File: src/rtl/ffmode_pipe.sv
// Elastic valid/ready register pipeline of DEPTH bubble-collapsing stages with a
// global clock enable, an enable-gated flush, and occupancy/transfer counters.
module ffmode_pipe #(
  parameter int               WIDTH   = 8,
  parameter int               DEPTH   = 4,
  parameter logic [WIDTH-1:0] RST_VAL = '0,
  parameter int               CNT_W   = 8,
  localparam int              OCC_W   = $clog2(DEPTH + 1)
) (
  input  logic             clk,
  input  logic             rst,
  input  logic             cen,
  input  logic             clr,
  input  logic             in_valid,
  output logic             in_ready,
  input  logic [WIDTH-1:0] in_data,
  output logic             out_valid,
  input  logic             out_ready,
  output logic [WIDTH-1:0] out_data,
  output logic [OCC_W-1:0] occupancy,
  output logic [CNT_W-1:0] xfer_cnt
);

  logic [WIDTH-1:0] data_q   [DEPTH];
  logic [WIDTH-1:0] stage_in [DEPTH];
  logic [DEPTH-1:0] vld_q;
  logic [DEPTH-1:0] move;
  logic [DEPTH-1:0] load;
  logic [OCC_W-1:0] occ_q;
  logic [CNT_W-1:0] xfer_q;
  logic             active;
  logic             in_acc;
  logic             out_hs;
  logic             down_free;

  // Handshakes only exist in a normal-advance cycle; rst, flush and cen=0 all mask them.
  assign active    = cen & ~clr & ~rst;
  assign in_ready  = active & (~vld_q[0] | move[0]);
  assign in_acc    = in_valid & in_ready;
  assign out_valid = active & vld_q[DEPTH-1];
  assign out_hs    = out_valid & out_ready;
  assign out_data  = data_q[DEPTH-1];
  assign occupancy = occ_q;
  assign xfer_cnt  = xfer_q;

  // Ripple the "downstream can take a word" condition from the output back to
  // stage 0 through a scalar so the move vector never feeds itself.
  always_comb begin
    // NOTE: every comb output gets a default first so no path can infer a latch.
    move      = '0;
    down_free = out_ready;
    for (int i = DEPTH - 1; i >= 0; i--) begin
      move[i]   = vld_q[i] & down_free;
      down_free = ~vld_q[i] | move[i];
    end
  end

  always_comb begin
    load        = '0;
    stage_in[0] = in_data;
    load[0]     = in_acc;
    for (int i = 1; i < DEPTH; i++) begin
      stage_in[i] = data_q[i-1];
      load[i]     = move[i-1];
    end
  end

  always_ff @(posedge clk) begin
    // NOTE: sequential state uses non-blocking assignments so every stage samples
    // its neighbour's pre-edge value and the shift behaves as a true pipeline.
    if (rst) begin
      vld_q  <= '0;
      occ_q  <= '0;
      xfer_q <= '0;
      // NOTE: the data array is reset here on purpose; RST_VAL selects set vs
      // reset flops per bit, and only rst/clr may touch stage data.
      for (int i = 0; i < DEPTH; i++) data_q[i] <= RST_VAL;
    end else if (cen) begin
      if (clr) begin
        vld_q <= '0;
        occ_q <= '0;
        for (int i = 0; i < DEPTH; i++) data_q[i] <= RST_VAL;
      end else begin
        for (int i = 0; i < DEPTH; i++) begin
          if (load[i]) data_q[i] <= stage_in[i];
        end
        vld_q <= load | (vld_q & ~move);
        case ({in_acc, out_hs})
          2'b10:   occ_q <= occ_q + OCC_W'(1);
          2'b01:   occ_q <= occ_q - OCC_W'(1);
          default: occ_q <= occ_q;
        endcase
        if (out_hs) xfer_q <= xfer_q + CNT_W'(1);
      end
    end
  end

endmodule

File: config.mk
export PLATFORM = sky130hd
export DESIGN_NAME = ffmode_pipe
export DESIGN_NICKNAME = d
export VERILOG_FILES = /design/src/rtl/ffmode_pipe.sv
export SDC_FILE = /design/constraint.sdc
export NUM_CORES = 1
export LEC_CHECK = 0
export BUFFER_PORTS_ARGS = -buffer_cell sky130_fd_sc_hd__buf_2
export CAP_MARGIN = 25
export CORE_UTILIZATION = 35
export DETAILED_ROUTE_END_ITERATION = 7
export GPL_ROUTABILITY_DRIVEN = 0
export GPL_TIMING_DRIVEN = 0
export PLACE_DENSITY = 0.55
export SYNTH_ARGS = -nofsm -noshare
export SYNTH_HDL_FRONTEND = slang
export SYNTH_SLANG_ARGS = --single-unit
File: constraint.sdc
create_clock -name clk -period 1.63 [get_ports clk]
set_input_delay 0.0815 -clock clk [delete_from_list [all_inputs] [get_ports clk]]
set_output_delay 0.0815 -clock clk [all_outputs]
set_load 0.05 [all_outputs]
==> impl_metrics.json, run 1 <==
{
  "fmax_mhz": 654.5,
  "rsz0062_at_grt": "no",
  "area_delta_synth_final_pct": 19.91,
  "cpPeakStageDelay_ns": 0.38,
  "avgSynthCellArea_um2": 11.66,
  "ios": 35,
  "die_w_um": 78.15,
  "synth_area_um2": 2029,
  "grt_pass1_vias": 1265,
  "synth_nets": 190,
  "clkTransAtPathRegs_ns": 0.09,
  "drcViolationCount": 0,
  "worst_path_max_delay_cell": "dfxtp_4",
  "finalSetupViolCount": 0,
  "globalRouteTotalUtil": 0.1236,
  "comb_power_share": 0.074,
  "period_share": 0.9373,
  "multi_input_area_um2": 817.0,
  "max_slew_margin": 0.5811,
  "critPathTopFamily": "compound AO/OA/AOI/OAI gates",
  "synth_seq_cells": 47,
  "firstDrtPassIters": 4,
  "port_buffers": 33,
  "dp.cells": 279,
  "status": "complete, no violations",
  "reg2reg_from": "vld_q[3]$_SDFFE_PP0P_",
  "layout_min_cycle_time_ns": 1.528,
  "start_util": 0.3663,
  "holdWs_ns": 0.05330,
  "cts_buffer_depth": 2,
  "cts_made_buffers": 5,
  "insertedDiodeCount": 0,
  "grt_pass1_wl_um": 5927,
  "cp_cell_sequence": "nand3b_1, nor2_4, fa_2, a32o_1, a311oi_2",
  "cap_violations": 0,
  "cts_hold_buf": 0,
  "crit_arrival_ns": 1.74,
  "crit_fanout": 10,
  "tightest_slew_ns": 0.6283,
  "syn_inst": 174,
  "layout-drive-gt1-share": 0.3041,
  "start_kind": "flop",
  "core-area_um2": 5540,
  "required_ns": 1.84,
  "finalSetupTns_ns": 0,
  "antenna_found_initial": 0,
  "ys_seq_area_frac": 0.5820,
  "holdCritPathClass": "in2reg",
  "n_fill_cell": 544,
  "wirelength_um": 3457,
  "cp-startpoint": "vld_q[3]$_SDFFE_PP0P_",
  "ir_worst_vdd_uv": 337.3,
  "num-nets-final": 232,
  "hpwl_um": 2406,
  "cp_num_buf_inv": 0,
  "power.leakage_nw": 0.9298,
  "final_util": 0.4393,
  "insertion_delay_ns": 0.30,
  "grt_max_degree": 16,
  "drt_iter0_drc": 138,
  "p_sw_frac": 0.2364,
  "hold_start": "in_data[5]",
  "cts_tree": "done",
  "routedWlPerCell_um": 11.96,
  "p_int_mw": 1.629,
  "p_sw_mw": 0.5042,
  "die-area_um2": 6107,
  "drv_slew": 0,
  "viasPerCell": 4.696,
  "die_h_um": 78.15,
  "h-tree-depth": 2,
  "vias": 1357,
  "cts-root-buf": "clkbuf_8",
  "regArea_um2": 1187,
  "hold_viol_final": 0,
  "power_frac_seq": 0.604,
  "synth_cell_type_count": 40,
  "cp-end-kind": "flop",
  "p_clk_frac": 0.322,
  "critical_path_class": "reg2reg",
  "clock-sinks": 47,
  "grt-ovfl-total": 0,
  "antenna_left": 0,
  "ys_warn_count": 0,
  "finClkSkew_ns": 0.007872,
  "layout.cells.non_filler": 289,
  "fp-row-count": 27,
  "p_per_area_nw_per_um2": 876.4
}
==> power by group through the flow <==
stage	sequential [mW]	combinational, mW	clock [mW]
after floorplan	1.36	0.0672	0
after global placement	1.32	0.152	0
after detailed placement	1.32	0.152	0
after CTS	1.29	0.155	0.712
after global routing	1.29	0.169	0.753
final	1.29	0.157	0.686
==> cell families (layout without fill, tap and decap cells) <==
kind of cell,after synthesis,in the layout,synth area share
and+or+nand+nor,74,74,0.2238
buffers and inverters,14,57,0.03452
adders and majority gates,2,2,0.01603
xor gates and xnor gates,7,7,0.03021
DFF,47,47,0.5820
AOI/OAI and AO/OA,30,30,0.1134
==> placed cells by master (no fill, tap or decap), types with 3 or more instances in the layout <==
cell type,count
a21oi_1,3
a22o_1,8
a22oi_1,3
and2_1,25
and3_1,3
buf_2,34
buf_4,5
clkbuf_1,6
clkbuf_8,5
dfxtp_1,20
edfxtp_1,24
inv_1,4
nand2_1,4
nand2b_1,3
nand3b_1,5
nand4_1,3
nor2_1,12
nor4_2,3
o21ai_0,4
xnor2_1,7
==> cell usage after synthesis (all sizes together) <==
| library cell | instances | area, µm² |
|---|---|---|
| a211oi | 1 | 12.51 |
| a21boi | 2 | 15.01 |
| a21o | 1 | 7.510 |
| a21oi | 4 | 20.02 |
| a22o | 8 | 70.07 |
| a22oi | 3 | 22.52 |
| a311oi | 2 | 23.77 |
| a31oi | 2 | 12.51 |
| a32o | 1 | 10.01 |
| and2 | 25 | 156.4 |
| and3 | 3 | 18.77 |
| and4b | 1 | 10.01 |
| buf | 5 | 36.28 |
| clkbuf | 5 | 18.77 |
| dfxtp | 23 | 460.4 |
| edfxtp | 24 | 720.7 |
| fa | 1 | 20.02 |
| ha | 1 | 12.51 |
| inv | 4 | 15.01 |
| nand2 | 5 | 21.27 |
| nand2b | 6 | 37.54 |
| nand3 | 1 | 5.000 |
| nand3b | 5 | 37.54 |
| nand4 | 3 | 18.77 |
| nand4b | 1 | 8.760 |
| nor2 | 13 | 48.80 |
| nor2b | 2 | 12.51 |
| nor3 | 3 | 15.01 |
| nor4 | 4 | 43.80 |
| o21ai | 4 | 20.02 |
| o21bai | 1 | 7.510 |
| o32ai | 1 | 8.760 |
| or3b | 2 | 20.02 |
| xnor2 | 7 | 61.31 |
==> worst paths after layout <==
check,end,slack [ns],cells past startpoint
max,occupancy[2]$_SDFFE_PP0P_,0.10,5
min,data_q[0][5]$_SDFFCE_PN0P_,0.05,2
max reg2reg,occupancy[2]$_SDFFE_PP0P_,0.10,5
min reg2reg,data_q[2][0]$_SDFFE_PP0P_,0.47,1
==> layer usage <==
layer  up-vias  track usage  part of all wire
met3         5      0.03837             0.039
met5         -            0                 0
li1        707            -                 -
met1       618       0.1690              0.50
met4         0      0.04444             0.013
met2        27       0.1833              0.44
==> worst register-to-register path, stage by stage (launching register included) <==
cell and delay, ns:
dfxtp_4 0.38, nand3b_1 0.18, nor2_4 0.05, fa_2 0.37, a32o_1 0.24, a311oi_2 0.22
==> layout make-up <==
class                           instances  area share
Buffer                                  9     0.02057
Clock buffer                            6     0.02982
Clock inverter                          2    0.005656
Inverter                                4    0.006170
Multi-Input combinational cell        113      0.3357
Sequential cell                        47      0.4879
Tap cell                               72     0.03702
Timing Repair Buffer                   36     0.07712
==> what timing repair did <==
action,4_1_cts,5_1_grt
setup endpoints to repair,9,26
buffers inserted,2,1
gates resized for setup,4,6
pin swaps,2,2
==> flip-flops by register name, indices dropped and copies added (netlist names) <==
register	cells
vld_q	4
occupancy	3
xfer_cnt	8
data_q	32
==> through the flow <==
stage                     instance area (µm²)  setup WS [ns]  power (mW)
after floorplan                          2044       0.002139       1.424
after global placement                   2300        -0.3053       1.470
after detailed placement                 2300        -0.3237       1.471
after CTS                                2410       0.007087       2.159
after global routing                     2434        0.01940       2.215
final                                    2434         0.1022       2.133
No activity file was read; power rests on OpenSTA's default activity.
==> run 2, diff against run 1 <==
--- a/config.mk
+++ b/config.mk
@@ -11,7 +11,7 @@
 export DETAILED_ROUTE_END_ITERATION = 7
 export GPL_ROUTABILITY_DRIVEN = 0
 export GPL_TIMING_DRIVEN = 0
-export PLACE_DENSITY = 0.55
+export HOLD_SLACK_MARGIN = 0.12
 export SYNTH_ARGS = -nofsm -noshare
 export SYNTH_HDL_FRONTEND = slang
 export SYNTH_SLANG_ARGS = --single-unit
==> run 2 against run 1 <==
Net effect: global-route usage is essentially flat; routed wire length grew 0.52%; setup slack lost 0.051 ns; sequential share of layout area shrank 2.1 points.
==> impl_metrics.json, run 2 (synthesis results as in run 1) <==
{
  "globalRouteTotalUtil": 0.1238,
  "rsz0062_at_grt": "yes",
  "antenna_found_initial": 0,
  "viasPerCell": 4.628,
  "required_ns": 1.85,
  "cpPeakStageDelay_ns": 0.39,
  "cp-end-kind": "flop",
  "holdCritPathClass": "in2reg",
  "die-area_um2": 6107,
  "finClkSkew_ns": 0.006875,
  "grt-ovfl-total": 0,
  "period_share": 0.9689,
  "die_h_um": 78.15,
  "routedWlPerCell_um": 11.66,
  "hold_viol_final": 0,
  "drt_iter0_drc": 53,
  "critical_path_class": "reg2reg",
  "cts-root-buf": "clkbuf_8",
  "met1_usage": 0.1614,
  "fmax_mhz": 633.2,
  "p_sw_mw": 0.5180,
  "layout_common_cells": "buf_2 (34), and2_1 (25), edfxtp_1 (24)",
  "largest_reg_flops": 32,
  "dp.cells": 279,
  "status": "complete, no violations",
  "dp_slack_ns": -0.3211,
  "antenna_left": 0,
  "core-area_um2": 5540,
  "layout-drive-gt1-share": 0.2920,
  "cp_cell_sequence": "nand3b_1, nor2_4, fa_2, nor3_2, a311oi_1, a311oi_2",
  "p_int_mw": 1.743,
  "start_kind": "flop",
  "cts_tree": "done",
  "finalSetupTns_ns": 0,
  "crit_arrival_ns": 1.80,
  "p_sw_frac": 0.2291,
  "firstDrtPassIters": 5,
  "drcViolationCount": 0,
  "max_slew_margin": 0.5905,
  "grt_pass1_wl_um": 5844,
  "p_per_area_nw_per_um2": 888.6,
  "area_delta_synth_final_pct": 25.40,
  "drv_slew": 0,
  "num-nets-final": 241,
  "cap_violations": 0,
  "cts_buffer_depth": 2,
  "layout_min_cycle_time_ns": 1.579,
  "busiest_layer": "met2",
  "regArea_um2": 1187,
  "fp-row-count": 27,
  "vias": 1379,
  "hpwl_um": 2441,
  "insertedDiodeCount": 0,
  "grt_pass1_vias": 1254,
  "comb_power_share": 0.077,
  "crit_fanout": 10,
  "layout_commonest_cell": "buf_2",
  "clkTransAtPathRegs_ns": 0.09,
  "multi_input_area_um2": 813.3,
  "die_w_um": 78.15,
  "wirelength_um": 3475,
  "port_buffers": 33,
  "use_met2": 0.1842,
  "finalSetupViolCount": 0,
  "power.leakage_nw": 0.9796,
  "grt_max_degree": 17,
  "worst_path_max_delay_cell": "dfxtp_4",
  "ir_worst_vdd_uv": 465.8,
  "grt_util_met3": 0.03953,
  "ios": 35,
  "layout.cells.non_filler": 298,
  "setup_ws_ns": 0.05074,
  "regMostFlops": "data_q",
  "start_util": 0.3663,
  "p_clk_frac": 0.354,
  "cts_made_buffers": 5,
  "final_util": 0.4594,
  "critPathTopFamily": "simple AND/OR/NAND/NOR gates",
  "clock-sinks": 47,
  "cp_num_buf_inv": 0,
  "n_fill_cell": 548,
  "insertion_delay_ns": 0.30,
  "power_frac_seq": 0.570,
  "h-tree-depth": 2,
  "tightest_slew_ns": 0.6142
}
-- run 2: changes by cell type in the layout (fill, tap and decap cells not counted) --
cell	change
a21oi_1	+1
a21oi_2	-1
clkbuf_1	-1
clkbuf_16	+1
clkinv_2	-1
dlygate4sd3_1	+9
inv_6	+1
-- run 2: power by group through the flow --
stage	sequential, mW	combinational (mW)	clock [mW]
4_1_cts	1.29	0.170	0.822
5_1_grt	1.29	0.188	0.882
3_5_place_dp	1.32	0.151	0
6_report	1.29	0.173	0.799
2_1_floorplan	1.36	0.0672	0
3_3_place_gp	1.32	0.151	0
-- run 2: worst min-delay path, stage by stage --
cell and delay [ns]:
buf_2 0.08, buf_4 0.15, o32ai_1 0.10
-- run 2: through the flow --
stage	total power, mW	area, µm²	hold slack, ns
global route	2.363	2545	0.1734
floorplan	1.424	2044	0.2428
finish	2.261	2545	0.1524
detailed placement	1.470	2300	0.3604
CTS	2.284	2517	0.1618
global placement	1.468	2300	0.3629
-- run 2: layout make-up --
| type | count | area share |
|---|---|---|
| flip-flops and latches | 47 | 0.4666 |
| multi-input cells | 113 | 0.3196 |
| repair buffers | 45 | 0.1091 |
| clock buffers | 6 | 0.03687 |
| well taps | 72 | 0.03540 |
| plain buffers | 9 | 0.01967 |
| clock inverters | 2 | 0.006883 |
| inverters | 4 | 0.005900 |
-- run 2: final timing paths --
check | start | to | slack, ns | cells past startpoint
max | vld_q[3]$_SDFFE_PP0P_ | occupancy[2]$_SDFFE_PP0P_ | 0.05 | 6
min | cen | vld_q[1]$_SDFFE_PP0P_ | 0.15 | 3
max reg2reg | vld_q[3]$_SDFFE_PP0P_ | occupancy[2]$_SDFFE_PP0P_ | 0.05 | 6
min reg2reg | data_q[1][2]$_SDFFCE_PN0P_ | data_q[2][2]$_SDFFE_PP0P_ | 0.46 | 1
-- run 2: metal layers --
metal | part of all wire | routed length (µm) | vias up
met5 | 0 | 0 | -
met4 | 0.020 | 71 | 0
met3 | 0.042 | 146 | 5
met2 | 0.45 | 1579 | 27
met1 | 0.48 | 1678 | 625
li1 | - | - | 722
-- run 2: repair_timing --
item                       CTS  global route
gates resized for setup      4             5
hold endpoints to repair     9             0
hold buffers                 9             0
setup endpoints to repair   10            27
pin swaps                    2             1
buffers inserted             1             2
